==> config.mk <==
export PLATFORM = sky130hd
export DESIGN_NAME = lsu_mem_initiator
export DESIGN_NICKNAME = d
export VERILOG_FILES = /design/src/rtl/lsu_pkg.sv /design/src/rtl/lsu_lane_align.sv /design/src/rtl/lsu_mem_initiator.sv
export SDC_FILE = /design/constraint.sdc
export NUM_CORES = 1
export LEC_CHECK = 0
export CELL_PAD_IN_SITES_DETAIL_PLACEMENT = 1
export CELL_PAD_IN_SITES_GLOBAL_PLACEMENT = 1
export CORE_MARGIN = 4
export CORE_UTILIZATION = 31
export CTS_CLUSTER_DIAMETER = 60
export DETAILED_ROUTE_END_ITERATION = 10
export PLACE_DENSITY_LB_ADDON = 0.1
export SLEW_MARGIN = 20
export SYNTH_ARGS = -nofsm -noshare
export SYNTH_HDL_FRONTEND = slang
export SYNTH_SLANG_ARGS = --single-unit
==> constraint.sdc <==
create_clock -name clk -period 2.7 [get_ports clk]
set_clock_uncertainty 0.05 [all_clocks]
set_input_delay 0.675 -clock clk [delete_from_list [all_inputs] [get_ports clk]]
set_output_delay 0.675 -clock clk [all_outputs]
set_load 0.05 [all_outputs]
==> src/rtl/lsu_pkg.sv <==
// rtl/lsu_pkg.sv - shared funct3 codes, FSM states and memory size for the load/store unit
package lsu_pkg;

    localparam logic [2:0] F3_B  = 3'b000;
    localparam logic [2:0] F3_H  = 3'b001;
    localparam logic [2:0] F3_W  = 3'b010;
    localparam logic [2:0] F3_BU = 3'b100;
    localparam logic [2:0] F3_HU = 3'b101;

    localparam int MEM_WORDS_DEF = 16384;

    typedef enum logic [1:0] {
        IDLE,
        LOAD,
        RMW_RD,
        WRITE
    } lsu_state_t;

endpackage

==> src/rtl/lsu_lane_align.sv <==
// rtl/lsu_lane_align.sv - combinational load lane extract/extend and sub-word store merge
module lsu_lane_align
    import lsu_pkg::*;
(
    input  logic [31:0] word,
    input  logic [1:0]  off,
    input  logic [2:0]  funct3,
    input  logic [31:0] wdata,
    output logic [31:0] load_data,
    output logic [31:0] merged
);

    logic [7:0]  byte_sel;
    logic [15:0] half_sel;

    always_comb begin
        byte_sel = word[{off, 3'b000} +: 8];
        half_sel = off[1] ? word[31:16] : word[15:0];

        case (funct3)
            F3_B:    load_data = {{24{byte_sel[7]}}, byte_sel};
            F3_H:    load_data = {{16{half_sel[15]}}, half_sel};
            F3_BU:   load_data = {24'h0, byte_sel};
            F3_HU:   load_data = {16'h0, half_sel};
            default: load_data = word;
        endcase

        // Only the addressed lane changes; the rest of the old word is kept.
        merged = word;
        case (funct3)
            F3_B:    merged[{off, 3'b000} +: 8]     = wdata[7:0];
            F3_H:    merged[{off[1], 4'b0000} +: 16] = wdata[15:0];
            default: merged = wdata;
        endcase
    end

endmodule

==> src/rtl/lsu_mem_initiator.sv <==
// rtl/lsu_mem_initiator.sv - RV32I load/store unit in front of a word-only data memory
// Define LSU_MISALIGN_TRAP_EN to report misaligned H/W accesses as errors instead of aligning them.
module lsu_mem_initiator
    import lsu_pkg::*;
#(
    parameter int ADDR_W    = 32,
    parameter int MEM_WORDS = MEM_WORDS_DEF
) (
    input  logic              clk,
    input  logic              rst,
    input  logic              req_valid,
    output logic              req_ready,
    input  logic              req_store,
    input  logic [2:0]        req_funct3,
    input  logic [ADDR_W-1:0] req_addr,
    input  logic [31:0]       req_wdata,
    output logic              resp_valid,
    output logic [31:0]       resp_rdata,
    output logic              resp_err,
    output logic [ADDR_W-1:0] mem_addr,
    output logic              mem_we,
    output logic [31:0]       mem_wd,
    input  logic [31:0]       mem_rd
);

    localparam logic [ADDR_W-1:0] MEM_LIMIT = ADDR_W'(MEM_WORDS);

    lsu_state_t        state, state_nxt;
    logic [ADDR_W-1:0] a_addr;
    logic [2:0]        a_f3;
    logic [31:0]       wd_q;
    logic [31:0]       load_data, merged;
    logic              accept, is_h, is_w, f3_ok, oor, req_err;
    logic [ADDR_W-1:0] addr_al;

    assign req_ready = (state == IDLE) && rst;
    assign accept    = req_valid && req_ready;

    assign is_h  = (req_funct3 == F3_H) || (req_funct3 == F3_HU);
    assign is_w  = (req_funct3 == F3_W);
    assign f3_ok = req_store ? (req_funct3 inside {F3_B, F3_H, F3_W})
                             : (req_funct3 inside {F3_B, F3_H, F3_W, F3_BU, F3_HU});
    assign oor   = {2'b00, req_addr[ADDR_W-1:2]} >= MEM_LIMIT;

`ifdef LSU_MISALIGN_TRAP_EN
    assign req_err = !f3_ok || oor || (is_h && req_addr[0]) || (is_w && (req_addr[1:0] != 2'b00));
    assign addr_al = req_addr;
`else
    assign req_err = !f3_ok || oor;
    assign addr_al = {req_addr[ADDR_W-1:2], is_w ? 2'b00 : {req_addr[1], req_addr[0] && !is_h}};
`endif

    lsu_lane_align u_align (
        .word      (mem_rd),
        .off       (a_addr[1:0]),
        .funct3    (a_f3),
        .wdata     (wd_q),
        .load_data (load_data),
        .merged    (merged)
    );

    always_ff @(posedge clk) begin
        if (!rst) begin
            state <= IDLE;
        end else begin
            state <= state_nxt;
        end
    end

    always_comb begin
        state_nxt = state;
        mem_we    = 1'b0;
        mem_addr  = '0;
        mem_wd    = 32'h0;
        case (state)
            IDLE: begin
                if (accept && !req_err) begin
                    state_nxt = !req_store ? LOAD : ((req_funct3 == F3_W) ? WRITE : RMW_RD);
                end
            end
            LOAD:    state_nxt = IDLE;
            RMW_RD:  state_nxt = WRITE;
            WRITE: begin
                state_nxt = IDLE;
                mem_we    = 1'b1;
                mem_wd    = wd_q;
            end
            default: state_nxt = IDLE;
        endcase
        if (state != IDLE) begin
            mem_addr = {a_addr[ADDR_W-1:2], 2'b00};
        end
    end

    // wd_q carries the store data until RMW_RD overwrites it with the merged word.
    always_ff @(posedge clk) begin
        if (!rst) begin
            a_addr     <= '0;
            a_f3       <= F3_B;
            wd_q       <= 32'h0;
            resp_valid <= 1'b0;
            resp_err   <= 1'b0;
            resp_rdata <= 32'h0;
        end else begin
            resp_valid <= 1'b0;
            resp_err   <= 1'b0;
            resp_rdata <= 32'h0;
            if (accept) begin
                a_addr     <= addr_al;
                a_f3       <= req_funct3;
                wd_q       <= req_wdata;
                resp_valid <= req_err;
                resp_err   <= req_err;
            end
            case (state)
                LOAD: begin
                    resp_valid <= 1'b1;
                    resp_rdata <= load_data;
                end
                RMW_RD:  wd_q <= merged;
                WRITE:   resp_valid <= 1'b1;
                default: ;
            endcase
        end
    end

endmodule

# == Word level (Yosys, flattened, before mapping) ==
# Index checks and enable logic that the tools add are counted.
# totals
register_bits,103
in_bits,103
output_inout_bits,100
word_cells,64
# classes
n_addsub,2
n_lt_le_gt_ge,1
eq_ne,12
shifts,5
mux,18
reduce_logical,19
# op_table
op,count
two-way mux 32 bit,4
one-hot mux 32 bit (4 select lines),1
bitwise mux 32 bit,2
one-hot mux 32 bit (2 select lines),1
"variable shift 16 x 7 -> 32 bit, first input constant",1
"variable shift 8 x 7 -> 32 bit, first input constant",1
indexed part select 16 x 7 -> 32 bit,1
indexed part select 32 x 6 -> 8 bit,1
indexed part select 8 x 7 -> 32 bit,1
"greater-or-equal comparator 30 x 15 -> 1 bit, second input constant",1
two-way mux 16 bit,1
negation 5 -> 7 bit,2
"equality test 3 bit, second input constant",4
"equality test 3 x 1 -> 1 bit, second input constant",2
logical NOT 3 bit,2
two-way mux 2 bit,3
one-hot mux 2 bit (3 select lines),1
two-way mux 1 bit,5
nonzero test 5 bit,1
"equality test 2 bit, second input constant",2
logical AND 1 bit,4
AND reduction 2 bit,2
nonzero test 2 bit,2
"equality test 3 x 2 -> 1 bit, second input constant",1
other kinds (8),11

# == Depth between registers and ports, before layout ==
# Gate-level depths: netlist of run 1.
# depth
word_depth,9
ltp_mapped,8

# == Modules after synthesis ==
# From an unflattened synthesis of run 1, not the netlist that was laid out.
# hier_totals
hier_cells,794
hier_area_um2,6078.3
# by_module_without_submodules
mod,n_inst,cells_each,area_each_um2
lsu_mem_initiator,1,506,4202.8
lsu_lane_align,1,288,1875.5

# == Worst setup path before layout of run 1 ==
# No wires, ideal clock.
# synth_path
path_type,register to output
start,reg state[0]
end,out mem_addr[10]
t_arrival_ns,1.462
path_slack_ns,0.513
stages_incl_launch_ff,5
path_cell_list,dfxtp_1 > buf_2 > nor2_1 > clkbuf_1 > nor2b_1
# synth_via
elab_chain_len,2
# synth_lines
item,line_no,rtl
start: declaration,lsu_mem_initiator.sv:28,"lsu_state_t state, state_nxt;"
start signal: assignment,lsu_mem_initiator.sv:66,state <= state_nxt;
nonzero test 2 bit,lsu_mem_initiator.sv:90,if (state != IDLE) begin
two-way mux 32 bit,lsu_mem_initiator.sv:90,
end: declaration,lsu_mem_initiator.sv:20,"output logic [ADDR_W-1:0] mem_addr,"
# No other way between the ends.

# == Worst setup path after layout of run 1 ==
# layout_path
start,reg state[0]
end,out mem_wd[6]
# layout_via
elab_chain_len,2
# layout_lines
item,line_no,rtl
equality test 2 bit,lsu_mem_initiator.sv:75,case (state)
two-way mux 32 bit,lsu_mem_initiator.sv:75,
end: declaration,lsu_mem_initiator.sv:22,"output logic [31:0] mem_wd,"
# No other way between the ends.

==> results of run 1 <==
-- critical path, delay by kind of cell, from the launching register on --
kind | cells | cell delay [ns]
buffers and inverters | 3 | 0.67
flip-flops | 1 | 0.54
AND/OR/NAND/NOR | 1 | 0.24
-- final timing paths --
kind	start	to	slack, ns	cells after the start
worst min-delay path	a_addr[19]	a_addr[19]	0.41	2
worst max-delay path	state[0]	mem_wd[6]	0.17	4
worst min register to register	a_addr[19]	a_addr[19]	0.41	2
worst max register to register	a_f3[0]	wd_q[3]	0.29	4
-- per-layer routing --
| layer | up-vias | GRT usage |
|---|---|---|
| met3 | 34 | 0.05456 |
| met1 | 2739 | 0.2916 |
| met5 | - | 0 |
| li1 | 2648 | - |
| met4 | 0 | 0.07280 |
| met2 | 201 | 0.3646 |
-- sequential cells by signal (all words and copies together) (netlist names) --
name / flops
resp_rdata: 32
resp_valid: 1
wd_q: 32
resp_err: 1
state: 2
a_addr: 32
a_f3: 3
-- cells in the final DEF (no fill, tap or decap), types with 8 or more instances in the layout --
master / count
o2bb2ai_1: 8
nor2_1: 15
a221oi_1: 8
mux2_2: 8
o21ai_0: 33
buf_4: 31
nor3_1: 8
dfxtp_1: 103
a21boi_0: 33
nor2b_1: 42
clkbuf_16: 9
nand2b_1: 13
nand2_1: 121
inv_1: 11
buf_12: 65
a21oi_1: 47
and3_1: 33
clkdlybuf4s50_1: 135
a31oi_1: 15
a22oi_1: 14
-- layout make-up --
class / instances / area, um2
Clock inverter: 4 / 55.05
Fill cell: 1916 / 8099
Timing Repair Buffer: 232 / 2890
Multi-Input combinational cell: 479 / 2922
Antenna cell: 1 / 2.502
Tap cell: 220 / 275.3
Clock buffer: 12 / 236.5
Sequential cell: 103 / 2062
Inverter: 11 / 41.29
-- stage by stage --
stage	hold slack (ns)	setup WS, ns	cell area [um2]	utilization	std cells
finish	0.4123	0.1714	8484	0.5116	1062
global placement	0.3951	0.2575	8190	0.4939	1045
CTS	0.4150	0.1680	8482	0.5115	1061
global route	0.4271	0.03719	8484	0.5116	1062
floorplan	0.3889	0.5129	5255	-	647
detailed placement	0.4040	0.2025	8190	0.4939	1045
-- power by group --
part	internal (mW)	switching, mW
Combinational	0.260	0.260
Sequential	1.57	0.0381
Clock	0.727	0.620
-- cell families after synthesis --
logic type / after synthesis / share of synthesized area
and+or+nand+nor: 265 / 0.2583
buffers and inverters: 65 / 0.05528
AOI/OAI and AO/OA: 191 / 0.2464
muxes: 16 / 0.03479
other: 1 / 0.0007141
DFF: 103 / 0.3927
adders and majority gates: 5 / 0.01191
==> flow_metrics.py, run 1 <==
metrics = {
    "pwr": {
        "power_mw": 3.479,
        "p_leak_nw": 3.210,
        "p_per_area_nw_per_um2": 410.1,
        "ir_worst_vdd_uv": 297.4,
    },
    "timing": {
        "drv_slew": 0,
        "finalSetupTns_ns": 0,
        "fin_crit_sh": 0.9365,
        "final.min_clock_period_ns": 2.529,
        "setup_viol": 0,
        "slew_headroom": 0.4689,
        "tightestPinTransition_ns": 0.7966,
        "timing.fmax_ghz": 0.3955,
        "hold_viol_final": 0,
        "rsz0062_at_grt": "no",
    },
    "route": {
        "top_layer_used": "met4",
        "drc": 0,
        "routed_wl_um": 21730,
        "drtAntennaViolNets": 0,
        "firstDrtPassIters": 5,
        "drt-initial-drc-count": 406,
        "route.met3.wl_um": 1396,
        "drt-met1-wl_um": 9401,
        "vias": 5622,
        "wire_per_inst_um": 20.47,
        "route.met2.wl_um": 10450,
        "viasPerCell": 5.294,
    },
    "global_routing": {
        "grt-ovfl-total": 0,
        "grt_pass1_vias": 5921,
        "antenna_found_initial": 1,
        "grt_pass1_wl_um": 34220,
        "grt_use_total": 0.2234,
        "grt_max_degree": 38,
    },
    "clock_tree": {
        "post_cts_resized": 0,
        "cts_htree_levels": 3,
        "cts_buffer_depth": 2,
        "cts_tree": "yes",
        "hold_buffers": 0,
        "clk_root_buffer_cell": "clkbuf_16",
        "cts_sinks": 103,
        "clk_pin_slew_ns": 0.08,
        "numCtsBuffers": 9,
        "worstSkewPairLatency_ns": 0.35,
        "cts_setup_buffers": 0,
    },
    "worst_setup_path": {
        "required_ns": 1.98,
        "cp-start-kind": "flip-flop",
        "slowest_delay_ns": 0.54,
        "cp_max_fo": 16,
        "crit_type": "flip-flop to primary output",
        "cp_slowest_cell": "dfxtp_1",
        "cp-end-kind": "primary output",
        "crit_path_cell_trace": "buf_4, buf_4, and3_1, buf_12",
        "crit_top_cell": "buf_4",
        "critical_path_arrival_ns": 1.80,
    },
    "synth": {
        "synthCells": 646,
        "synth_common_cells": "nand2_1 (121), dfxtp_1 (103), a21oi_1 (47), nor2b_1 (42), clkbuf_1 (38)",
        "synth_ff_type": "dfxtp_1",
        "synthTopCellsByArea": "dfxtp_1 (39%), nand2_1 (8.6%), nor2b_1 (5.0%)",
        "synth_top_area_frac": 0.3927,
        "synth_top_cell_by_area": "dfxtp_1",
        "async_reset_ff_frac": 0,
        "avgSynthCellArea_um2": 8.129,
        "yosysMostFrequentCell": "nand2_1",
        "ys_seq_area_frac": 0.3927,
        "ys_seq_elements": 103,
        "synth_enable_flop_cells": 0,
        "synth_cell_types": 60,
        "synth_area_um2": 5251,
        "synth_warnings": 0,
    },
    "floorplan": {
        "initial_core_util": 0.3167,
        "rows": 47,
        "dieArea_um2": 19090,
        "die_h_um": 138.2,
        "core-area_um2": 16580,
        "die_x_um": 138.2,
        "io_pins": 203,
    },
    "job": {
        "maxCapViolCount": 0,
    },
    "outcome": {
        "run_status": "completed",
    },
    "min_path": {
        "worstHoldPathType": "flip-flop to flip-flop",
    },
    "placed_design": {
        "post-dp-hpwl_um": 16770,
        "io_buffers": 200,
        "gp_congestion": 0.8641,
    },
    "cells_and_area": {
        "syn_to_final_growth_pct": 61.57,
        "final_nets": 944,
        "layout-drive-gt1-share": 0.1665,
    },
}
No activity file was read; power rests on OpenSTA's default activity.
==> run 2: changes to the inputs <==
--- a/config.mk
+++ b/config.mk
@@ -7,7 +7,7 @@
 export LEC_CHECK = 0
 export CELL_PAD_IN_SITES_DETAIL_PLACEMENT = 1
 export CELL_PAD_IN_SITES_GLOBAL_PLACEMENT = 1
-export CORE_MARGIN = 4
+export CORE_MARGIN = 2
 export CORE_UTILIZATION = 31
 export CTS_CLUSTER_DIAMETER = 60
 export DETAILED_ROUTE_END_ITERATION = 10
==> flow_metrics.py, run 2 (synthesis results as in run 1) <==
metrics = {
    "global_routing": {
        "grt_max_degree": 66,
        "grt-ovfl-total": 0,
        "grt_pass1_vias": 5934,
        "antenna_found_initial": 0,
        "grt_use_total": 0.2386,
        "grt_pass1_wl_um": 33640,
    },
    "timing": {
        "hold_viol_final": 0,
        "fin_crit_sh": 0.9227,
        "setup_viol": 0,
        "slew_headroom": 0.4753,
        "timing.fmax_ghz": 0.4014,
        "rsz0062_at_grt": "no",
        "tightestPinTransition_ns": 0.7855,
        "final.min_clock_period_ns": 2.491,
        "drv_slew": 0,
        "finalSetupTns_ns": 0,
    },
    "clock_tree": {
        "post_cts_resized": 0,
        "numCtsBuffers": 9,
        "cts_sinks": 103,
        "cts_buffer_depth": 2,
        "hold_buffers": 0,
        "worstSkewPairLatency_ns": 0.36,
        "clk_root_buffer_cell": "clkbuf_16",
        "cts_htree_levels": 3,
        "cts_tree": "yes",
        "cts_setup_buffers": 0,
        "clk_pin_slew_ns": 0.07,
    },
    "pwr": {
        "p_per_area_nw_per_um2": 411.1,
        "p_leak_nw": 3.204,
        "ir_worst_vdd_uv": 286.7,
        "power_mw": 3.481,
    },
    "placed_design": {
        "io_buffers": 200,
        "dp.cells": 1041,
        "post-dp-hpwl_um": 15970,
        "gp_congestion": 0.9430,
    },
    "cells_and_area": {
        "stdcell_count": 1057,
        "layout-drive-gt1-share": 0.1649,
        "final_common_cell": "clkdlybuf4s50_1",
        "utilization": 0.5106,
        "final_nets": 940,
        "diodes": 0,
        "final_cell_mix": "clkdlybuf4s50_1 (135), nand2_1 (121), dfxtp_1 (103)",
        "reg_top3": "a_addr: 32 flops, resp_rdata: 32 flops, wd_q: 32 flops",
        "syn_to_final_growth_pct": 61.26,
    },
    "route": {
        "drc": 0,
        "wire_per_inst_um": 19.92,
        "drtAntennaViolNets": 0,
        "vias": 5556,
        "firstDrtPassIters": 5,
        "viasPerCell": 5.256,
        "drt-initial-drc-count": 278,
        "routed_wl_um": 21060,
    },
    "worst_setup_path": {
        "crit_type": "flip-flop to primary output",
        "cp-end-kind": "primary output",
        "cp-start-kind": "flip-flop",
        "critical_path_arrival_ns": 1.77,
        "worst_r2r_path_depth": 5,
        "cp_max_fo": 29,
        "required_ns": 1.98,
    },
    "floorplan": {
        "die_x_um": 134.2,
        "rows": 47,
        "initial_core_util": 0.3167,
        "die_h_um": 134.2,
        "core-area_um2": 16580,
        "io_pins": 203,
        "dieArea_um2": 18000,
    },
    "job": {
        "maxCapViolCount": 0,
    },
    "outcome": {
        "run_status": "completed",
    },
    "min_path": {
        "worstHoldPathType": "flip-flop to flip-flop",
        "holdPathStages": 2,
    },
}
run 2: cell types whose count changed in the layout (fill, tap and decap cells not counted), sizes merged:
cell,delta
diode,-1
inv,+2
clkinv,+1
buf,-4
clkinvlp,-1
clkbuf,-2
run 2: stage by stage:
| stage | area (um2) | setup WS (ns) | hold WS, ns |
|---|---|---|---|
| finish | 8468 | 0.2087 | 0.4107 |
| global route | 8468 | 0.09082 | 0.4372 |
| CTS | 8468 | 0.1765 | 0.4134 |
| detailed placement | 8173 | 0.1296 | 0.4030 |
| global placement | 8173 | 0.1768 | 0.3947 |
| floorplan | 5255 | 0.5129 | 0.3889 |
run 2: power by group:
part / internal [mW] / switching (mW) / leakage, nW
registers: 1.57 / 0.0403 / 0.840
clock network: 0.728 / 0.622 / 0.148
logic: 0.260 / 0.258 / 2.22
run 2: worst max-delay path, cell delays in order, from the launching register on:
cell and delay, ns:
dfxtp_1 0.63, buf_4 0.36, and3_1 0.27, buf_12 0.15
run 2: per-layer routing:
layer	GRT usage	vias up	part of all wire
met1	0.3258	2738	0.46
met4	0.05848	0	0.013
met2	0.3872	159	0.47
met5	0	-	0
met3	0.04951	20	0.058
li1	-	2639	-
run 2: worst paths after layout:
path              startpoint        end  slack (ns)
hold reg to reg    a_addr[5]  a_addr[5]        0.41
hold / removal     a_addr[5]  a_addr[5]        0.41
setup reg to reg    state[1]    wd_q[0]        0.24
setup / recovery    state[1]  mem_wd[5]        0.21
run 2: cell type report:
type | count | area (um2)
Fill cell | 1891 | 8115
Sequential cell | 103 | 2062
Clock inverter | 6 | 66.31
Tap cell | 220 | 275.3
Timing Repair Buffer | 228 | 2873
Inverter | 11 | 41.29
Clock buffer | 10 | 229.0
Multi-Input combinational cell | 479 | 2922
